File: config.mk
export PLATFORM = sky130hd
export DESIGN_NAME = param_fancy_timer
export DESIGN_NICKNAME = d
export VERILOG_FILES = /design/src/rtl/param_fancy_timer_pkg.sv /design/src/rtl/param_fancy_timer_tick.sv /design/src/rtl/param_fancy_timer.sv
export SDC_FILE = /design/constraint.sdc
export NUM_CORES = 1
export LEC_CHECK = 0
export ABC_AREA = 1
export BUFFER_PORTS_ARGS = -buffer_cell sky130_fd_sc_hd__buf_2
export CAP_MARGIN = 0
export CORE_ASPECT_RATIO = 0.7
export CORE_MARGIN = 3
export CORE_UTILIZATION = 65
export CTS_BUF_LIST = sky130_fd_sc_hd__clkbuf_8
export CTS_CLUSTER_DIAMETER = 150
export DETAILED_ROUTE_END_ITERATION = 10
export GPL_TIMING_DRIVEN = 0
export PLACE_DENSITY = 0.89
export SYNTH_ARGS = -nofsm -noshare
export SYNTH_HDL_FRONTEND = slang
export SYNTH_SLANG_ARGS = --single-unit
File: constraint.sdc
create_clock -name clk -period 3.6 [get_ports clk]
set_input_delay 0.36 -clock clk [delete_from_list [all_inputs] [get_ports clk]]
set_output_delay 0.36 -clock clk [all_outputs]
set_load 0.01 [all_outputs]
File: src/rtl/param_fancy_timer_pkg.sv
// Shared types and default constants for the pattern-started delay timer.
// Imported by the timer top and its tick counter.
package param_fancy_timer_pkg;

  typedef enum logic [1:0] {
    S_IDLE,
    S_LOAD,
    S_COUNT,
    S_DONE
  } state_t;

  localparam int          DEF_PAT_W   = 4;
  localparam logic [3:0]  DEF_PATTERN = 4'b1101;
  localparam int          DEF_DLY_W   = 4;
  localparam int          DEF_TICK    = 1000;

endpackage

File: src/rtl/param_fancy_timer_tick.sv
// Free-running 0..TICK-1 unit counter, only advancing while enabled.
// wrap marks the last cycle of a unit.
module param_timer_tick
  import param_fancy_timer_pkg::*;
#(
  parameter int TICK = DEF_TICK
) (
  input  logic clk,
  input  logic reset,
  input  logic clear,
  input  logic en,
  output logic wrap
);

  localparam int TW = $clog2(TICK);
  localparam logic [TW-1:0] LAST = TW'(TICK - 1);

  logic [TW-1:0] cnt_q;

  assign wrap = en && (cnt_q == LAST);

  always_ff @(posedge clk) begin
    if (reset || clear) begin
      cnt_q <= '0;
    end else if (en) begin
      cnt_q <= wrap ? '0 : cnt_q + TW'(1);
    end
  end

endmodule

File: src/rtl/param_fancy_timer.sv
// Serial-armed timer: a start pattern, then a DLY_W-bit delay, then
// (delay+1)*TICK counting cycles before done is raised until ack.
module param_fancy_timer
  import param_fancy_timer_pkg::*;
#(
  parameter int               PAT_W   = DEF_PAT_W,
  parameter logic [PAT_W-1:0] PATTERN = PAT_W'(DEF_PATTERN),
  parameter int               DLY_W   = DEF_DLY_W,
  parameter int               TICK    = DEF_TICK
) (
  input  logic             clk,
  input  logic             reset,
  input  logic             data,
  input  logic             ack,
  input  logic             abort,
  output logic [DLY_W-1:0] count,
  output logic             counting,
  output logic             done
);

  if (TICK < 2 || PAT_W < 1 || DLY_W < 1) begin : g_bad_params
    $error("param_fancy_timer: need TICK>=2, PAT_W>=1, DLY_W>=1");
  end

  localparam int LW = $clog2(DLY_W + 1);
  localparam logic [LW-1:0] LD_LAST = LW'(DLY_W - 1);

  state_t state_q;
  state_t state_d;

  logic [PAT_W-1:0] window_q;
  logic [PAT_W:0]   win_shift;
  logic             match;

  logic [DLY_W-1:0] delay_q;
  logic [DLY_W:0]   dly_shift;
  logic             dly_zero;

  logic [LW-1:0]    ld_cnt_q;
  logic             ld_last;

  logic             abort_hit;
  logic             tick_wrap;

  assign win_shift = {window_q, data};
  assign match     = win_shift[PAT_W-1:0] == PATTERN;
  assign dly_shift = {delay_q, data};
  assign dly_zero  = delay_q == '0;
  assign ld_last   = ld_cnt_q == LD_LAST;

  assign abort_hit = abort &&
    (state_q == S_LOAD || state_q == S_COUNT);

  param_timer_tick #(
    .TICK (TICK)
  ) u_tick (
    .clk   (clk),
    .reset (reset),
    .clear (abort_hit),
    .en    (state_q == S_COUNT),
    .wrap  (tick_wrap)
  );

  always_comb begin
    state_d = state_q;
    unique case (state_q)
      S_IDLE:  if (match) state_d = S_LOAD;
      S_LOAD:  begin
        if (abort)        state_d = S_IDLE;
        else if (ld_last) state_d = S_COUNT;
      end
      S_COUNT: begin
        if (abort)                      state_d = S_IDLE;
        else if (tick_wrap && dly_zero) state_d = S_DONE;
      end
      S_DONE:  if (ack) state_d = S_IDLE;
    endcase
  end

  always_ff @(posedge clk) begin
    if (reset) state_q <= S_IDLE;
    else       state_q <= state_d;
  end

  // Window restarts empty on every return to IDLE.
  always_ff @(posedge clk) begin
    if (reset) begin
      window_q <= '0;
    end else if (state_q == S_IDLE) begin
      window_q <= win_shift[PAT_W-1:0];
    end else if (state_d == S_IDLE) begin
      window_q <= '0;
    end
  end

  always_ff @(posedge clk) begin
    if (reset) begin
      delay_q  <= '0;
      ld_cnt_q <= '0;
    end else begin
      unique case (state_q)
        S_IDLE: begin
          ld_cnt_q <= '0;
        end
        S_LOAD: begin
          if (abort) begin
            delay_q  <= '0;
            ld_cnt_q <= '0;
          end else begin
            delay_q  <= dly_shift[DLY_W-1:0];
            ld_cnt_q <= ld_last ? '0 : ld_cnt_q + LW'(1);
          end
        end
        S_COUNT: begin
          if (abort) begin
            delay_q <= '0;
          end else if (tick_wrap && !dly_zero) begin
            delay_q <= delay_q - DLY_W'(1);
          end
        end
        S_DONE: begin
          delay_q <= '0;
        end
      endcase
    end
  end

  assign counting = state_q == S_COUNT;
  assign done     = state_q == S_DONE;
  assign count    = counting ? delay_q : '0;

endmodule

# == Word level (Yosys, flattened, before mapping) ==
# Cells that the tools add are included.
# totals
ff_bits,22
latchBits,0
ramBits,0
rom_bits,0
input_bits,5
out_inout_bits,6
wordCells,47
mem_count,0
# op_classes
add_sub_neg,3
n_mul,0
div_mod_pow,0
order_cmp,0
n_eq_ne,7
n_shift,0
muxes,18
n_bitwise,0
reduce_logical,14
# op_table
op,count
$mux W4,4
$mux W2,6
$mux W3,4
$pmux W4 S3,1
$add A10 B1 Y10 const B,1
$eq A10 B10 Y1 const B,1
$mux W10,1
$pmux W2 S4,1
$pmux W3 S2,1
$eq A2 B2 Y1 const B,2
$eq A4 B4 Y1 const B,1
$logic_and A1 B1 Y1,4
$logic_not A2 Y1,2
$logic_not A4 Y1,1
$reduce_bool A2 Y1,2
$sub A4 B1 Y4 const B,1
$add A3 B1 Y3 const B,1
$eq A3 B2 Y1 const B,1
$ne A3 B2 Y1 const B,1
$reduce_bool A3 Y1,1
$eq A2 B1 Y1 const B,1
$logic_or A1 B1 Y1,2
$reduce_and A2 Y1,1
$logic_not A1 Y1,1

# == Depth between registers and ports, before layout ==
# depth
word_depth,9
mapped_depth,13
ltp_nobuf,12

# == By module ==
# A second synthesis with hierarchy kept.
# unflattened
hier_cells,194
area_unflattened_um2,1353.8
# by_module_without_submodules
mod,instances,cells_per_inst,area_per_inst_um2,seq_area_each_um2
param_fancy_timer,1,118,783.3,240.2
param_timer_tick,1,76,570.5,200.2

# == Worst setup path after synthesis ==
# OpenSTA, ideal clock, no wires.
# synth_timing
path_type,register -> register
from,reg state_q[0]
to,reg window_q[2]
setup_ns,0.134
arrival_time_ns,1.431
required_ns,3.466
setup_slack_ns,2.035
stages_incl_launch_ff,12
path_buffers,1
period_less_slack_ns,1.565
cell_sequence,dfxtp_1 inv_1 ha_1 buf_6 nand2_4 o21ai_0 a21oi_1 nor2_1 nand2_1 nand2_2 nand2_1 a21oi_2
# synth_via
elab_chain_cells,8
elab_cells_between_ends,16
cone_classes,eq/ne (3); mux (8); reduce/logical (5)
# synth_lines
element,line_no,rtl
"start, declared",param_fancy_timer.sv:28,state_t state_q;
"start signal, assigned",param_fancy_timer.sv:82,else state_q <= state_d;
$eq A2 B2 Y1 *,--,
named net counting,param_fancy_timer.sv:17,"output logic counting,"
$logic_and A1 B1 Y1,param_fancy_timer_tick.sv:20,assign wrap = en && (cnt_q == LAST);
$logic_and A1 B1 Y1,param_fancy_timer.sv:74,else if (tick_wrap && dly_zero) state_d = S_DONE;
$mux W2,param_fancy_timer.sv:74,
$mux W2,param_fancy_timer.sv:73,if (abort) state_d = S_IDLE;
$pmux W2 S4 *,param_fancy_timer.sv:66,unique case (state_q)
$logic_not A2 Y1 *,param_fancy_timer.sv:91,end else if (state_d == S_IDLE) begin
$reduce_bool A2 Y1 (no source line) *,--,
"end signal, assigned",param_fancy_timer.sv:90,window_q <= win_shift[PAT_W-1:0];
"end, declared",param_fancy_timer.sv:31,logic [PAT_W-1:0] window_q;
# The timed path passes the listed nets; every way through them passes the cells marked *.
# A chain may end at the register's enable or synchronous reset.

# == Final worst setup path ==
# layout_timing
from,reg state_q[0]
to,reg window_q[1]
# layout_via
elab_chain_cells,8
elab_cells_between_ends,16
cone_classes,eq/ne (3); mux (8); reduce/logical (5)
# layout_lines
element,line_no
$eq A2 B2 Y1,"param_fancy_timer.sv:60, param_fancy_timer.sv:66"
$logic_and A1 B1 Y1,param_fancy_timer_tick.sv:20
$logic_and A1 B1 Y1,param_fancy_timer.sv:74
$mux W2,param_fancy_timer.sv:74
$mux W2,param_fancy_timer.sv:73
$pmux W2 S4,param_fancy_timer.sv:66
$logic_not A2 Y1,param_fancy_timer.sv:91
$reduce_bool A2 Y1 (no source line),--
# Several ways; a longest one is shown, not always the timed one.

==> flow_metrics.tcl <==
set metrics [dict create \
    status "completed" \
    ys_warn_count 0 \
    crit_chain "inv_1, ha_1, buf_6, nand2_4, o21ai_0, a21oi_1, nor2_1, nand2_1, nand2_2, nand2_1, a21oi_2" \
    maxSlewViolCount 0 \
    grt_pass1_wl_um 4560 \
    dieArea_um2 2529 \
    coreArea_um2 1712 \
    path_class "reg2reg" \
    wl_um 2764 \
    antenna_cells 0 \
    syn_nets 184 \
    clock.fmax_ghz 0.5645 \
    rsz0062_at_grt "false" \
    via_per_inst 5.340 \
    synth-async-reset-ratio 0 \
    ys.flop_type "dfxtp_1" \
    gr-max-usage-layer "met2" \
    fin_crit_sh 0.4921 \
    hold_viol_final 0 \
    hold_end "delay_q[0]" \
    cts_tree "yes" \
    syn_inst 171 \
    dr.pass1.iters 4 \
    power_leakage_nw 0.6682 \
    routedWlPerCell_um 13.42 \
    synthesis.area_um2 1270 \
    numCtsBuffers 3 \
    grt_max_degree 13 \
    hold_path.startpoint "reset" \
    cts-root-buf "clkbuf_8" \
    use_met1 0.2847 \
    r2r_slack_ns 1.83 \
    hold_buffers 0 \
    ys_seq_elements 22 \
    initial_core_util 0.7420 \
    min_path_cells 2 \
    setup_viol 0 \
    drtIter0Drc 44 \
    r2r_end "window_q[1]" \
    cpLargestDelayFamily "simple AND/OR/NAND/NOR gates" \
    seq_area_frac_synth 0.3468 \
    met3_usage 0.06383 \
    antenna_found_initial 0 \
    die_w_um 58.83 \
    clkTransAtPathRegs_ns 0.08 \
    gp_congestion 0.7679 \
    pin_count 11 \
    max_slew_margin 0.6424 \
    worst-path-buf-inv 2 \
    hold_path_class "in2reg" \
    critPathLaunchType "register" \
    fin_hold_ws_ns 0.3113 \
    ctsResizeCount 0 \
    timing.rr.start "state_q[0]" \
    htree_num_levels 1 \
    drc 0 \
    r2r_cells 11 \
    ant_nets 0 \
    setup_tns_ns 0 \
    ir_drop_uv 247.9 \
    grtUsageTotal 0.2396 \
    fillers 119 \
    grt_pass1_vias 1094 \
    ys_types 27 \
    cts_setup_buffers 0 \
    worst_path_most_repeated_cell "nand2_1" \
    final_net_count 199 \
    portBuffers 10 \
    clockBufferDepth 2 \
    max_slew.worst_pin.slew_ns 0.5364 \
    yosys.area.top_type "dfxtp_1" \
    dp_hpwl_um 2080 \
    synth_edf_count 0 \
    crit_arrival_ns 1.92 \
    rows 12 \
    yosys.area.top_type_share 0.3468 \
    p_per_area_nw_per_um2 316.1 \
    cts_sinks 22 \
    avgSynthCellArea_um2 7.427 \
    die_h_um 42.98 \
    min_period_ns 1.771 \
    layout-drive-gt1-share 0.1784 \
    grt_overflow 0 \
    cpPeakStageDelay_ns 0.37 \
    clk_latency_ns 0.27 \
    skew_ns 0.004419 \
    critPathMaxFanout 10 \
    required_ns 3.74 \
    vias 1100 \
    cp-end-kind "register" \
    cpMaxStageDelayCell "dfxtp_1" \
    cap_violations 0 \
    met2_usage 0.4009 \
    area_growth_pct 10.34 \
    synth_area_leaders "dfxtp_1 (35%), nand2_1 (10%), ha_1 (7.9%)" \
]
[placed cells by master, fill, tap and decap left out, types with 2 or more instances in the layout]
| master | netlist | final |
|---|---|---|
| nor2_1 | 20 | 20 |
| a21oi_1 | 11 | 11 |
| xor2_1 | 5 | 5 |
| nand2_2 | 5 | 5 |
| buf_2 | 0 | 10 |
| nor3_1 | 4 | 4 |
| nor2_4 | 2 | 2 |
| ha_1 | 8 | 8 |
| a21oi_2 | 3 | 3 |
| dfxtp_1 | 22 | 22 |
| nand2_4 | 2 | 2 |
| a211oi_1 | 4 | 4 |
| nand3_2 | 2 | 2 |
| nand2_1 | 34 | 34 |
| nand3_1 | 6 | 6 |
| o22ai_1 | 3 | 3 |
| inv_1 | 25 | 25 |
| o21ai_0 | 5 | 5 |
| clkbuf_8 | 0 | 4 |
[state kept, by name (all words and copies together), names as in the netlist]
name          cells
u_tick.cnt_q     10
delay_q           4
ld_cnt_q          3
window_q          3
state_q           2
[metrics by stage]
step	total power [mW]	instance area (um2)	std cells	util	setup WS, ns
finish	0.4430	1401	206	0.8187	1.829
global route	0.4588	1401	206	0.8187	1.702
CTS	0.4436	1401	206	0.8187	1.835
detailed placement	0.2671	1346	202	0.7866	1.881
global placement	0.2660	1346	202	0.7866	1.927
floorplan	0.2610	1270	171	-	2.035
[layout make-up]
class,instances,area (um2),area share
clock buffer,4,55.05,0.03929
timing repair buffer,10,50.05,0.03571
sequential,22,440.4,0.3143
multi-input combinational,120,713.2,0.5089
tap,21,26.28,0.01875
buffer,3,18.77,0.01339
inverter,26,97.59,0.06964
[Yosys cell counts (3+ instances only)]
cell,n
nand3_1,6
a211oi_1,4
nand2_1,34
ha_1,8
nor2_1,20
nor3_1,4
dfxtp_1,22
o21ai_0,5
xor2_1,5
inv_1,25
nand2_2,5
a21oi_1,11
o22ai_1,3
a21oi_2,3
[power breakdown]
part | leakage (nW) | switching (mW) | internal [mW]
clock network | 0.0288 | 0.0834 | 0.0978
logic | 0.462 | 0.0108 | 0.00501
registers | 0.178 | 0.00124 | 0.245
[worst max path at each step]
stage	from	endpoint	slack, ns	depth (start not counted)
global route	state_q[0]	window_q[1]	1.70	11
finish	state_q[0]	window_q[1]	1.83	11
CTS	state_q[0]	window_q[1]	1.84	11
floorplan	state_q[0]	window_q[2]	2.04	11
detailed placement	state_q[0]	u_tick.cnt_q[8]	1.88	8
global placement	state_q[0]	u_tick.cnt_q[8]	1.93	8
[cell families after synthesis]
| group | share of synthesized area |
|---|---|
| AOI/OAI and AO/OA | 0.1222 |
| xor gates and xnor gates | 0.04138 |
| adders and majority gates | 0.07882 |
| buffers and inverters | 0.09162 |
| DFF | 0.3468 |
| and+or+nand+nor | 0.3192 |
[routing by layer]
metal | vias up | wire length (um)
li1 | 567 | -
met2 | 27 | 1355
met1 | 502 | 1217
met4 | 0 | 29
met3 | 4 | 162
met5 | - | 0
No activity file was read; power rests on OpenSTA's default activity.
